--- config.mk ---
export PLATFORM = sky130hd
export DESIGN_NAME = sap_sequencer
export DESIGN_NICKNAME = d
export VERILOG_FILES = /design/src/rtl/sap_pkg.sv /design/src/rtl/sap_ctrl_decode.sv /design/src/rtl/sap_sequencer.sv
export SDC_FILE = /design/constraint.sdc
export NUM_CORES = 1
export LEC_CHECK = 0
export BUFFER_PORTS_ARGS = -buffer_cell sky130_fd_sc_hd__buf_2
export CAP_MARGIN = 40
export CORE_AREA = 2 2 39 41
export DETAILED_ROUTE_END_ITERATION = 12
export DIE_AREA = 0 0 41 43
export SETUP_SLACK_MARGIN = 0.15
export SYNTH_ARGS = -nofsm -noshare
export SYNTH_HDL_FRONTEND = slang
export SYNTH_SLANG_ARGS = --single-unit
export TNS_END_PERCENT = 1
--- constraint.sdc ---
create_clock -name CLK -period 2.1 [get_ports CLK]
set_input_delay 0.42 -clock CLK [delete_from_list [all_inputs] [get_ports CLK]]
set_output_delay 0.42 -clock CLK [all_outputs]
set_load 0.1 [all_outputs]
--- src/rtl/sap_pkg.sv ---
// Shared definitions for the SAP-1 style sequencer: opcodes, T-state
// encoding and the control word layout.
package sap_pkg;

    localparam int OP_W_DEF = 4;

    localparam logic [3:0] OP_LDA = 4'b0000;
    localparam logic [3:0] OP_ADD = 4'b0001;
    localparam logic [3:0] OP_SUB = 4'b0010;
    localparam logic [3:0] OP_OUT = 4'b1110;
    localparam logic [3:0] OP_HLT = 4'b1111;

    // T1 is encoded as 0; the halted state reports 7 on the tstate port.
    typedef enum logic [2:0] {
        T1 = 3'd0, T2 = 3'd1, T3 = 3'd2, T4 = 3'd3,
        T5 = 3'd4, T6 = 3'd5, T7 = 3'd6, T8 = 3'd7
    } tstate_e;

    localparam logic [2:0] TSTATE_HALT = 3'd7;

    // One bit per strobe, MSB first in the order the bus datapath lists them.
    typedef struct packed {
        logic pc_inc;
        logic pc_oe;
        logic mar_load;
        logic ram_oe;
        logic ir_load;
        logic ir_oe;
        logic acc_load;
        logic acc_oe;
        logic alu_sub;
        logic alu_oe;
        logic breg_load;
        logic out_load;
    } ctrl_word_t;

endpackage

--- src/rtl/sap_ctrl_decode.sv ---
// Combinational control-word decode from (T-state, opcode). No gating here;
// the sequencer masks the word when frozen, halted or in reset.
module sap_ctrl_decode
    import sap_pkg::*;
#(
    parameter int OP_W = 4
) (
    input  tstate_e           tstate,
    input  logic [OP_W-1:0]   opcode,
    output ctrl_word_t        ctrl
);

    localparam logic [OP_W-1:0] LDA = OP_W'(OP_LDA);
    localparam logic [OP_W-1:0] ADD = OP_W'(OP_ADD);
    localparam logic [OP_W-1:0] SUB = OP_W'(OP_SUB);
    localparam logic [OP_W-1:0] OUT = OP_W'(OP_OUT);

    logic is_arith;
    assign is_arith = (opcode == ADD) || (opcode == SUB);

    // Fetch is opcode independent; execute states pick strobes by opcode.
    always_comb begin
        ctrl = '0;
        case (tstate)
            T1: begin
                ctrl.pc_oe    = 1'b1;
                ctrl.mar_load = 1'b1;
            end
            T2: ctrl.pc_inc = 1'b1;
            T3: begin
                ctrl.ram_oe  = 1'b1;
                ctrl.ir_load = 1'b1;
            end
            T4: begin
                if (opcode == LDA || is_arith) begin
                    ctrl.ir_oe    = 1'b1;
                    ctrl.mar_load = 1'b1;
                end else if (opcode == OUT) begin
                    ctrl.acc_oe   = 1'b1;
                    ctrl.out_load = 1'b1;
                end
            end
            T5: begin
                if (opcode == LDA) begin
                    ctrl.ram_oe   = 1'b1;
                    ctrl.acc_load = 1'b1;
                end else if (is_arith) begin
                    ctrl.ram_oe    = 1'b1;
                    ctrl.breg_load = 1'b1;
                    ctrl.alu_sub   = (opcode == SUB);
                end
            end
            T6: begin
                if (is_arith) begin
                    ctrl.alu_oe   = 1'b1;
                    ctrl.acc_load = 1'b1;
                    ctrl.alu_sub  = (opcode == SUB);
                end
            end
            default: ctrl = '0;
        endcase
    end

endmodule

--- src/rtl/sap_sequencer.sv ---
// T-state sequencer for the 8-bit bus computer. Holds the T counter and the
// HALT flag; strobes come from sap_ctrl_decode and are masked unless the
// machine advances this cycle. Build option SAP_SEQ_EARLY_RET_EN returns to
// T1 right after the last active T-state of each opcode.
module sap_sequencer
    import sap_pkg::*;
#(
    parameter int T_STATES = 6,
    parameter int OP_W     = 4
) (
    input  logic            CLK,
    input  logic            RESET,
    input  logic            run,
    input  logic            step,
    input  logic [OP_W-1:0] opcode,
    output logic            pc_inc,
    output logic            pc_oe,
    output logic            mar_load,
    output logic            ram_oe,
    output logic            ir_load,
    output logic            ir_oe,
    output logic            acc_load,
    output logic            acc_oe,
    output logic            alu_sub,
    output logic            alu_oe,
    output logic            breg_load,
    output logic            out_load,
    output logic [2:0]      tstate,
    output logic            halted
);

    localparam logic [OP_W-1:0] HLT = OP_W'(OP_HLT);

    tstate_e    tstate_q, tstate_d;
    logic       halted_q, halted_d;
    tstate_e    ret_t;
    logic       adv;
    ctrl_word_t ctrl_dec, ctrl;

    assign adv = run | step;

`ifdef SAP_SEQ_EARLY_RET_EN
    localparam logic [OP_W-1:0] LDA = OP_W'(OP_LDA);
    localparam logic [OP_W-1:0] ADD = OP_W'(OP_ADD);
    localparam logic [OP_W-1:0] SUB = OP_W'(OP_SUB);
    localparam logic [OP_W-1:0] OUT = OP_W'(OP_OUT);

    // Last active T-state per opcode; NOP-class opcodes end with the fetch.
    always_comb begin
        if (opcode == ADD || opcode == SUB)      ret_t = T6;
        else if (opcode == LDA)                  ret_t = T5;
        else if (opcode == OUT || opcode == HLT) ret_t = T4;
        else                                     ret_t = T3;
    end
`else
    assign ret_t = tstate_e'(T_STATES - 1);
`endif

    // Next-state: advance on run/step, wrap after the return state, HLT latches.
    always_comb begin
        tstate_d = tstate_q;
        halted_d = halted_q;
        if (!halted_q && adv) begin
            if (tstate_q == T4 && opcode == HLT)
                halted_d = 1'b1;
            else if (tstate_q >= ret_t)
                tstate_d = T1;
            else
                tstate_d = tstate_e'(tstate_q + 3'd1);
        end
    end

    // State registers with synchronous reset back to T1 fetch.
    always_ff @(posedge CLK) begin
        if (RESET) begin
            tstate_q <= T1;
            halted_q <= 1'b0;
        end else begin
            tstate_q <= tstate_d;
            halted_q <= halted_d;
        end
    end

    sap_ctrl_decode #(.OP_W(OP_W)) u_decode (
        .tstate (tstate_q),
        .opcode (opcode),
        .ctrl   (ctrl_dec)
    );

    // Strobes only fire in a cycle that actually advances the machine.
    assign ctrl = (adv && !RESET && !halted_q) ? ctrl_dec : '0;

    assign pc_inc    = ctrl.pc_inc;
    assign pc_oe     = ctrl.pc_oe;
    assign mar_load  = ctrl.mar_load;
    assign ram_oe    = ctrl.ram_oe;
    assign ir_load   = ctrl.ir_load;
    assign ir_oe     = ctrl.ir_oe;
    assign acc_load  = ctrl.acc_load;
    assign acc_oe    = ctrl.acc_oe;
    assign alu_sub   = ctrl.alu_sub;
    assign alu_oe    = ctrl.alu_oe;
    assign breg_load = ctrl.breg_load;
    assign out_load  = ctrl.out_load;

    assign tstate = RESET    ? 3'd0        :
                    halted_q ? TSTATE_HALT : 3'(tstate_q);
    assign halted = halted_q & ~RESET;

endmodule

# == Yosys cells after proc, flatten, opt, wreduce, memory -nomap -nowiden ==
# Cells that the tools add are included.
# totals
reg_bits,4
latch_bits,0
mem_bits_rw,0
mem_bits_ro,0
in_bits,8
output_inout_bits,16
n_memories,0
# op_classes
n_addsub,1
n_mul,0
div,0
magnitude_cmp,1
n_eq_ne,9
shift,0
n_mux,25
bitwise,4
n_reduce_logical,12
# op_table
operator,n
$mux 1,16
$mux 12,1
$mux 3,3
$eq 4x4->1 const B,2
$pmux 1 s2,4
$eq 3x2->1 const B,2
$eq 3x3->1 const B,2
$eq 4x1->1 const B,1
$eq 4x2->1 const B,1
$logic_and 1x1->1,4
$logic_not 4->1,1
$reduce_and 2->1,2
$add 3x1->3 const B,1
$eq 3x1->1 const B,1
$ge 3x3->1 const B,1
$logic_not 3->1,1
$logic_not 1->1,2
$logic_or 1x1->1,2
$mux 2,1
$not 1->1,2
$and 1x1->1,1
$or 1x1->1,1

# == Logic depth before layout (Yosys ltp) ==
# Gate-level depths: netlist of the first run.
# depth
ltp_word,6
depth_mapped,6
mapped_depth_nobuf,5

# == Modules after synthesis ==
# Synthesis of the first run repeated with hierarchy kept, for this count alone.
# unflattened
cells_unflattened,73
area_unflattened_um2,530.5
# modules_own_cells
mod,n_inst,cells_each,area_per_inst_um2,seq_area_each_um2
sap_sequencer,1,45,361.6,80.1
sap_ctrl_decode,1,28,168.9,0.0

# == Least setup slack after synthesis of the first run ==
# Ideal clock, no wire load.
# synth_timing
kind,in2out
startpoint,in RESET
endpoint,out out_load
t_arrival_ns,4.800
t_required_ns,1.680
setup_slack_ns,-3.120
cell_stages,5
path_buffers,2
cell_sequence,inv_1 -> o211ai_1 -> clkbuf_1 -> nor4b_1 -> buf_4
# synth_between
elab_chain_len,4
# synth_rtl
element,line,source
start: declaration,sap_sequencer.sv:12,"input logic RESET,"
$logic_not 1->1,sap_sequencer.sv:91,assign ctrl = (adv && !RESET && !halted_q) ? ctrl_dec : '0;
$logic_and 1x1->1 (2 in a row),sap_sequencer.sv:91,
$mux 12,sap_sequencer.sv:91,
end: declaration,sap_sequencer.sv:27,"output logic out_load,"
# Every way passes these cells.

# == Worst setup path after layout of the first run ==
# layout_timing
startpoint,reg tstate_q[1]
endpoint,out acc_load
# layout_between
elab_chain_len,3
# layout_rtl
element,line,source
start: declaration,sap_sequencer.sv:34,"tstate_e tstate_q, tstate_d;"
start signal: assignment,sap_sequencer.sv:79,tstate_q <= tstate_d;
$eq 3x3->1,sap_ctrl_decode.sv:24,case (tstate)
$pmux 1 s2 *,sap_ctrl_decode.sv:24,
$mux 12 *,sap_sequencer.sv:91,
end: declaration,sap_sequencer.sv:22,"output logic acc_load,"
# Mark *: on every way between the ends. The rest lies on a longest branch, timed or not.

==> impl_metrics.toml, run 1 <==
[outcome]
outcome = "complete, but fails checks"
violations_in_the_final_reports = "setup timing"

[die]
core_area_um2 = 1384
floorplan.die.width_um = 41
die_height_um = 43
io_pins = 24
floorplan.die_area_um2 = 1763
initial_utilization = 0.3237
floorplan.rows = 14

[worst_setup_path]
cp.arrival_ns = 1.78
reg2reg_depth = 6
endpoint = "acc_load"
worst_setup_path_startpoint = "tstate_q[1]$_SDFFE_PP0P_"
critical_path_end_type = "primary output"
timing.critical_path.from_type = "flop"
crit_type = "flop to primary output"
reg2reg_slack_ns = 0.51
cp.required_ns = 1.68
r2r_end = "tstate_q[1]$_SDFFE_PP0P_"
crit_fanout = 3
r2r-start = "tstate_q[1]$_SDFFE_PP0P_"

[clock_tree]
cts.sink_count = 4
clk_pin_slew_worst_paths_ns = 0.03
cts_buffers = 3
clock_tree_from_tritoncts = "done"
clockRootBuffer = "sky130_fd_sc_hd__clkbuf_4"
ctsLongestPathBuffers = 2
htree_levels = 1
clk-insertion-delay-late_ns = 0.24
holdBufCountCts = 0

[flow_run]
number_of_violations_of_the_max_capacitance_limit = 0

[synthesis]
synth-seq-area-share = 0.1788
post_synth_mux_area_share = 0.06704
synth_adder_area_share = 0.1397
yosys.area_share.simple = 0.3101
synth_cells = 61
synth_top_family_by_area = "simple AND/OR/NAND/NOR gates"
yosysWarnings = 0
netlist_area_um2 = 447.9
postSynthNetCount = 74
synth.ff_latch_count = 4
yosys.cell_types.count = 25
synth.area.top_cells = "sky130_fd_sc_hd__dfxtp_1, sky130_fd_sc_hd__ha_1, sky130_fd_sc_hd__mux2i_1"
post-synth-top-area-fraction = 0.1788
mean_syn_cell_area_um2 = 7.343
synth_top_cell_by_area = "sky130_fd_sc_hd__dfxtp_1"
synth_compound_gate_area_share = 0.2095
synth_xor_area_frac = 0

[global_routing]
grt.met2_usage = 0.3375
globalRouteTotalUtil = 0.2072
global_routing_s_busiest_layer = "met2"
grtUsageMet1 = 0.2395
initial_antenna_violation_count = 0
via_count_of_the_first_global_routing_pass = 616
gr-total-overflow = 0
gr-usage-met3 = 0.03141
pin_count_of_the_biggest_net_entering_global_routing = 11
grt_pass1_wl_um = 2525

[place]
portBuffers = 23
gp_routability_congestion = 0.7919
detailedPlacementHpwl_um = 1185
place_worst_setup_slack_ns = -0.1395

[route]
routed_wl_um = 1596
vias = 634
route.detailed.wl_per_inst_um = 13.30
detail_route.vias_per_cell = 5.283
route.antenna.remaining_nets = 0
firstDrtPassIters = 4
route.detailed.drc = 0
detailedRoute.firstIterationViolations = 8

[timing]
timing.max_slew.rel_slack = 0.6777
fin_skew_ns = 0.003458
report.final.setup_viol = 3
finalCritPeriodShare = 1.049
maxSlewViolCount = 0
timing.final.ws_setup_ns = -0.1024
grt_setup_unrepaired = "yes"
fmaxAchievable_mhz = 454.1
tightestPinTransition_ns = 0.4868
fin_crit_ns = 2.202
final_hold_violation_count = 0
final.setup.tns_ns = -0.2147

[final_layout]
seq_area_um2 = 83.83
drive_gt1_frac = 0.6538
multiInputGateArea_um2 = 490.5
antenna-diode-count = 0
layout.filler_cells = 90
area_growth_pct = 147.2
final_net_count = 119

[pwr]
internal_power_uw = 274.1
clkPwrFrac = 0.188
ir_worst_vdd_mv = 0.3510
power.sequential.fraction = 0.184
netSwitchingFraction = 0.4570
cellLeakagePower_nw = 0.4445
p_per_area_nw_per_um2 = 455.9
sw_pwr_uw = 230.7
power.combinational.fraction = 0.629

[min_path]
hp-class = "flop to flop"
hold_path_depth = 2
[worst max-delay path, stage by stage (launching register included)]
cell                        delay [ns]
sky130_fd_sc_hd__dfxtp_2          0.32
sky130_fd_sc_hd__inv_2            0.07
sky130_fd_sc_hd__ha_4             0.13
sky130_fd_sc_hd__nand2_2          0.05
sky130_fd_sc_hd__or3b_4           0.39
sky130_fd_sc_hd__a2111oi_4        0.36
sky130_fd_sc_hd__buf_12           0.22
[routing by layer]
metal  share of wire  up-vias
met5               0        -
met4           0.019        0
met3           0.038        4
met2            0.55       21
met1            0.39      298
li1                -      311
[final cells by class]
class | count | area share
clock buffer | 3 | 0.02034
timing repair buffer | 43 | 0.4136
multi-input combinational | 47 | 0.4429
inverter | 7 | 0.02938
sequential | 4 | 0.07571
tap | 16 | 0.01808
[synth_stat cells, drive strengths merged]
cell type,instances
nor3b,2
a211oi,1
inv,7
nand4,1
nor3,1
nor2,5
a22oi,1
a2111oi,1
nand2,8
buf,2
or3b,1
ha,5
a21oi,4
o211ai,1
o21ai,1
clkbuf,1
nor4,2
o2111ai,1
o221ai,1
nor4b,2
mux2i,3
nand3,5
o32ai,1
dfxtp,4
[power groups by stage]
| stage | Clock [mW] | Combinational [mW] | Sequential [mW] |
|---|---|---|---|
| final | 0.0947 | 0.317 | 0.0927 |
| after global placement | 0 | 0.264 | 0.0906 |
| after CTS | 0.100 | 0.296 | 0.0916 |
| after detailed placement | 0 | 0.268 | 0.0909 |
| after global routing | 0.102 | 0.336 | 0.0930 |
| after floorplan | 0 | 0.170 | 0.0911 |
[flip-flops by register name, summed over array words and instances (netlist names)]
name      count
halted_q      1
tstate_q      3
[kinds of logic after synthesis]
kind of cell    Yosys count
fa+ha+maj                 5
mux                       3
flops                     4
buf+inv                  10
simple gates             27
compound gates           12
[placed cells by master, fill, tap and decap left out, types with 2 or more instances in the layout]
cell,synthesis,layout
sky130_fd_sc_hd__nor4_4,0,2
sky130_fd_sc_hd__clkbuf_4,0,4
sky130_fd_sc_hd__inv_1,7,4
sky130_fd_sc_hd__mux2i_1,3,3
sky130_fd_sc_hd__nand2_1,8,7
sky130_fd_sc_hd__ha_4,0,3
sky130_fd_sc_hd__buf_6,0,2
sky130_fd_sc_hd__ha_1,5,2
sky130_fd_sc_hd__buf_4,1,19
sky130_fd_sc_hd__dfxtp_2,0,3
sky130_fd_sc_hd__nand3_1,5,4
sky130_fd_sc_hd__nor2_1,5,5
sky130_fd_sc_hd__nor3b_4,0,2
sky130_fd_sc_hd__buf_2,1,9
sky130_fd_sc_hd__nor4b_4,0,2
sky130_fd_sc_hd__buf_12,0,12
sky130_fd_sc_hd__a21oi_1,4,3
[metrics by stage]
stage          instances  area (µm²)  utilization  power, mW  hold slack, ns
2_1_floorplan         61       553.0            -     0.2606          0.4721
3_3_place_gp         111       943.4       0.6817     0.3549          0.4912
3_5_place_dp         111       943.4       0.6817     0.3590          0.4956
4_1_cts              118        1061       0.7667     0.4879          0.4775
5_1_grt              120        1107       0.8002     0.5309          0.4949
6_report             120        1107       0.8002     0.5048          0.4800
[how the worst min path moves through the flow]
stage | start | slack (ns) | end
detailed placement | tstate_q[1]$_SDFFE_PP0P_ | 0.50 | tstate_q[1]$_SDFFE_PP0P_
finish | tstate_q[1]$_SDFFE_PP0P_ | 0.48 | tstate_q[1]$_SDFFE_PP0P_
CTS | tstate_q[1]$_SDFFE_PP0P_ | 0.48 | tstate_q[1]$_SDFFE_PP0P_
global route | tstate_q[1]$_SDFFE_PP0P_ | 0.49 | tstate_q[1]$_SDFFE_PP0P_
floorplan | tstate_q[0]$_SDFFE_PP0P_ | 0.47 | tstate_q[0]$_SDFFE_PP0P_
global placement | tstate_q[1]$_SDFFE_PP0P_ | 0.49 | tstate_q[1]$_SDFFE_PP0P_
[what timing repair did]
item                                   CTS  global route
setup buffers                            4             2
setup endpoints to repair               12            12
gates resized for setup                 16             7
pin swaps                                7             8
endpoints found under the hold margin    0             0
No activity file was read; power rests on OpenSTA's default activity.
==> inputs of run 2 (changes only) <==
--- a/config.mk
+++ b/config.mk
@@ -10,8 +10,10 @@
 export CORE_AREA = 2 2 39 41
 export DETAILED_ROUTE_END_ITERATION = 12
 export DIE_AREA = 0 0 41 43
+export PLACE_DENSITY = 0.7
 export SETUP_SLACK_MARGIN = 0.15
 export SYNTH_ARGS = -nofsm -noshare
 export SYNTH_HDL_FRONTEND = slang
+export SYNTH_HIERARCHICAL = 1
 export SYNTH_SLANG_ARGS = --single-unit
 export TNS_END_PERCENT = 1
==> impl_metrics.toml, run 2 <==
[outcome]
outcome = "complete, no violations"

[final_layout]
final_net_count = 109
final_core_utilization = 0.6284
layout.cell_area.non_filler_um2 = 869.6
final_cells = 112
max_reg_flops = 3
area_growth_pct = 63.92
antenna-diode-count = 0
layout.cells.most_common = "sky130_fd_sc_hd__and2_1"
layout.filler_cells = 121
largest_register = "tstate_q"
drive_gt1_frac = 0.4063
layout.cells.most_common_list = "sky130_fd_sc_hd__and2_1, sky130_fd_sc_hd__buf_12, sky130_fd_sc_hd__nor2_1, sky130_fd_sc_hd__buf_2"
largestRegisters = "tstate_q (3), halted_q (1)"

[route]
route.detailed.wl_per_inst_um = 11.19
vias = 569
detail_route.vias_per_cell = 5.080
route.detailed.drc = 0
routed_wl_um = 1253
detailedRoute.firstIterationViolations = 8
firstDrtPassIters = 4
route.antenna.remaining_nets = 0

[timing]
tightestPinTransition_ns = 0.4850
timing.max_slew.rel_slack = 0.6789
fin_crit_ns = 1.926
fin_skew_ns = 0.002353
fmaxAchievable_mhz = 519.3
finalCritPeriodShare = 0.9171
final_hold_violation_count = 0
grt_setup_unrepaired = "yes"
maxSlewViolCount = 0
report.final.setup_viol = 0
final.setup.tns_ns = 0

[synthesis]
post-synth-top-area-fraction = 0.1533
yosys.cell_types.count = 30
synth-seq-area-share = 0.1509
dominantRegCellSynth = "sky130_fd_sc_hd__dfxtp_1"
synth.ff_latch_count = 4
yosysWarnings = 6
netlist_area_um2 = 530.5
synth.area.top_cells = "sky130_fd_sc_hd__and2_1, sky130_fd_sc_hd__dfxtp_1, sky130_fd_sc_hd__nor2_1"
asyncSetResetFlopFracSynth = 0
synth-edff-count = 0
synth_top_cell_by_area = "sky130_fd_sc_hd__and2_1"
synth_cells = 73
synth_most_common_cell = "sky130_fd_sc_hd__and2_1"
synth.cells.most_frequent = "sky130_fd_sc_hd__and2_1, sky130_fd_sc_hd__nor2_1, sky130_fd_sc_hd__nor3_1, sky130_fd_sc_hd__dfxtp_1, sky130_fd_sc_hd__nand2b_1"
mean_syn_cell_area_um2 = 7.267
postSynthNetCount = 84

[die]
io_pins = 24
floorplan.die_area_um2 = 1763
die_height_um = 43
core_area_um2 = 1384
floorplan.die.width_um = 41
floorplan.rows = 14
initial_utilization = 0.3834

[pwr]
cellLeakagePower_nw = 0.3798
p_per_area_nw_per_um2 = 488.3
ir_worst_vdd_mv = 0.3968

[worst_setup_path]
cp.required_ns = 1.68
critical_path_end_type = "primary output"
r2r-start = "tstate_q[0]$_SDFFE_PP0P_"
crit_type = "flop to primary output"
worst_setup_path_startpoint = "tstate_q[2]$_SDFFE_PP0P_"
crit_fanout = 9
cp.arrival_ns = 1.51
timing.critical_path.from_type = "flop"

[global_routing]
globalRouteTotalUtil = 0.1667
grt_pass1_wl_um = 2007
gr-total-overflow = 0
pin_count_of_the_biggest_net_entering_global_routing = 15
via_count_of_the_first_global_routing_pass = 499
initial_antenna_violation_count = 0

[place]
dp.cells = 109
portBuffers = 23
detailedPlacementHpwl_um = 974.1
post_dp_cell_area_um2 = 833.3
gp_routability_congestion = 0.7667

[min_path]
timing.hold.worst.start = "opcode[0]"
hp-class = "input pin to flop"

[clock_tree]
clock_tree_from_tritoncts = "done"
cts.sink_count = 4
ctsLongestPathBuffers = 2
cts_buffers = 3
cts.repair_timing.setup_buffer_count = 0
holdBufCountCts = 0
htree_levels = 1
clockRootBuffer = "sky130_fd_sc_hd__clkbuf_4"
clk-insertion-delay-late_ns = 0.23
clk_pin_slew_worst_paths_ns = 0.04

[flow_run]
number_of_violations_of_the_max_capacitance_limit = 0
==> run 2: kinds of logic (layout without fill, tap and decap cells) <==
logic type	after synthesis	in the layout	share of synthesized area
multiplexers	3	3	0.05661
flip-flops	4	4	0.1509
AND/OR/NAND/NOR	47	47	0.5165
AO/OA/AOI/OAI	7	7	0.1085
buffers and inverters	7	30	0.06367
adder cells (fa/ha/maj)	3	3	0.07076
XOR/XNOR	2	2	0.03302
==> run 2: final timing paths <==
kind	cells past startpoint	endpoint	slack (ns)
worst max register to register	5	tstate_q[1]$_SDFFE_PP0P_	0.51
worst max-delay path	5	acc_oe	0.17
worst min-delay path	2	halted_q$_SDFFE_PP0P_	0.53
worst min register to register	2	tstate_q[2]$_SDFFE_PP0P_	0.54
==> run 2: final cells by class <==
| class | count | area, µm² | area share |
|---|---|---|---|
| multi-input cells | 62 | 424.2 | 0.4878 |
| repair buffers | 24 | 302.8 | 0.3482 |
| flip-flops and latches | 4 | 88.84 | 0.1022 |
| clock buffers | 3 | 22.52 | 0.02590 |
| well taps | 16 | 20.02 | 0.02302 |
| inverters | 3 | 11.26 | 0.01295 |
==> run 2: stage by stage <==
step,setup slack [ns],hold WS (ns),power (mW)
2_1_floorplan,-0.1574,0.5019,0.2599
3_3_place_gp,0.2461,0.5920,0.3240
3_5_place_dp,0.2222,0.5977,0.3286
4_1_cts,0.02990,0.5298,0.4258
5_1_grt,0.1031,0.5393,0.4521
6_report,0.1742,0.5310,0.4246
==> run 2: critical path, stage by stage, from the launching register on <==
cell and delay (ns):
sky130_fd_sc_hd__dfxtp_2 0.36, sky130_fd_sc_hd__and2b_1 0.25, sky130_fd_sc_hd__nand2_1 0.08, sky130_fd_sc_hd__nor3_2 0.20, sky130_fd_sc_hd__and2_1 0.20, sky130_fd_sc_hd__buf_12 0.18
==> run 2: layer usage <==
layer	global-route usage	wire, µm	vias up
met5	0	0	-
met4	0.08000	19	0
met3	0.04712	91	4
met2	0.2719	612	22
met1	0.1865	530	253
li1	-	-	290
==> run 2: repair_timing <==
action,CTS,global route
resized for setup,1,5
gates cloned,0,0
setup endpoints to repair,6,9
==> run 2: where the power goes <==
| group | leakage [nW] | internal, mW | total [mW] | switching [mW] |
|---|---|---|---|---|
| Sequential | 0.0345 | 0.0850 | 0.105 | 0.0202 |
| Clock | 0.0138 | 0.0639 | 0.0945 | 0.0307 |
| Combinational | 0.332 | 0.0801 | 0.225 | 0.145 |
| Total | 0.380 | 0.229 | 0.425 | 0.196 |
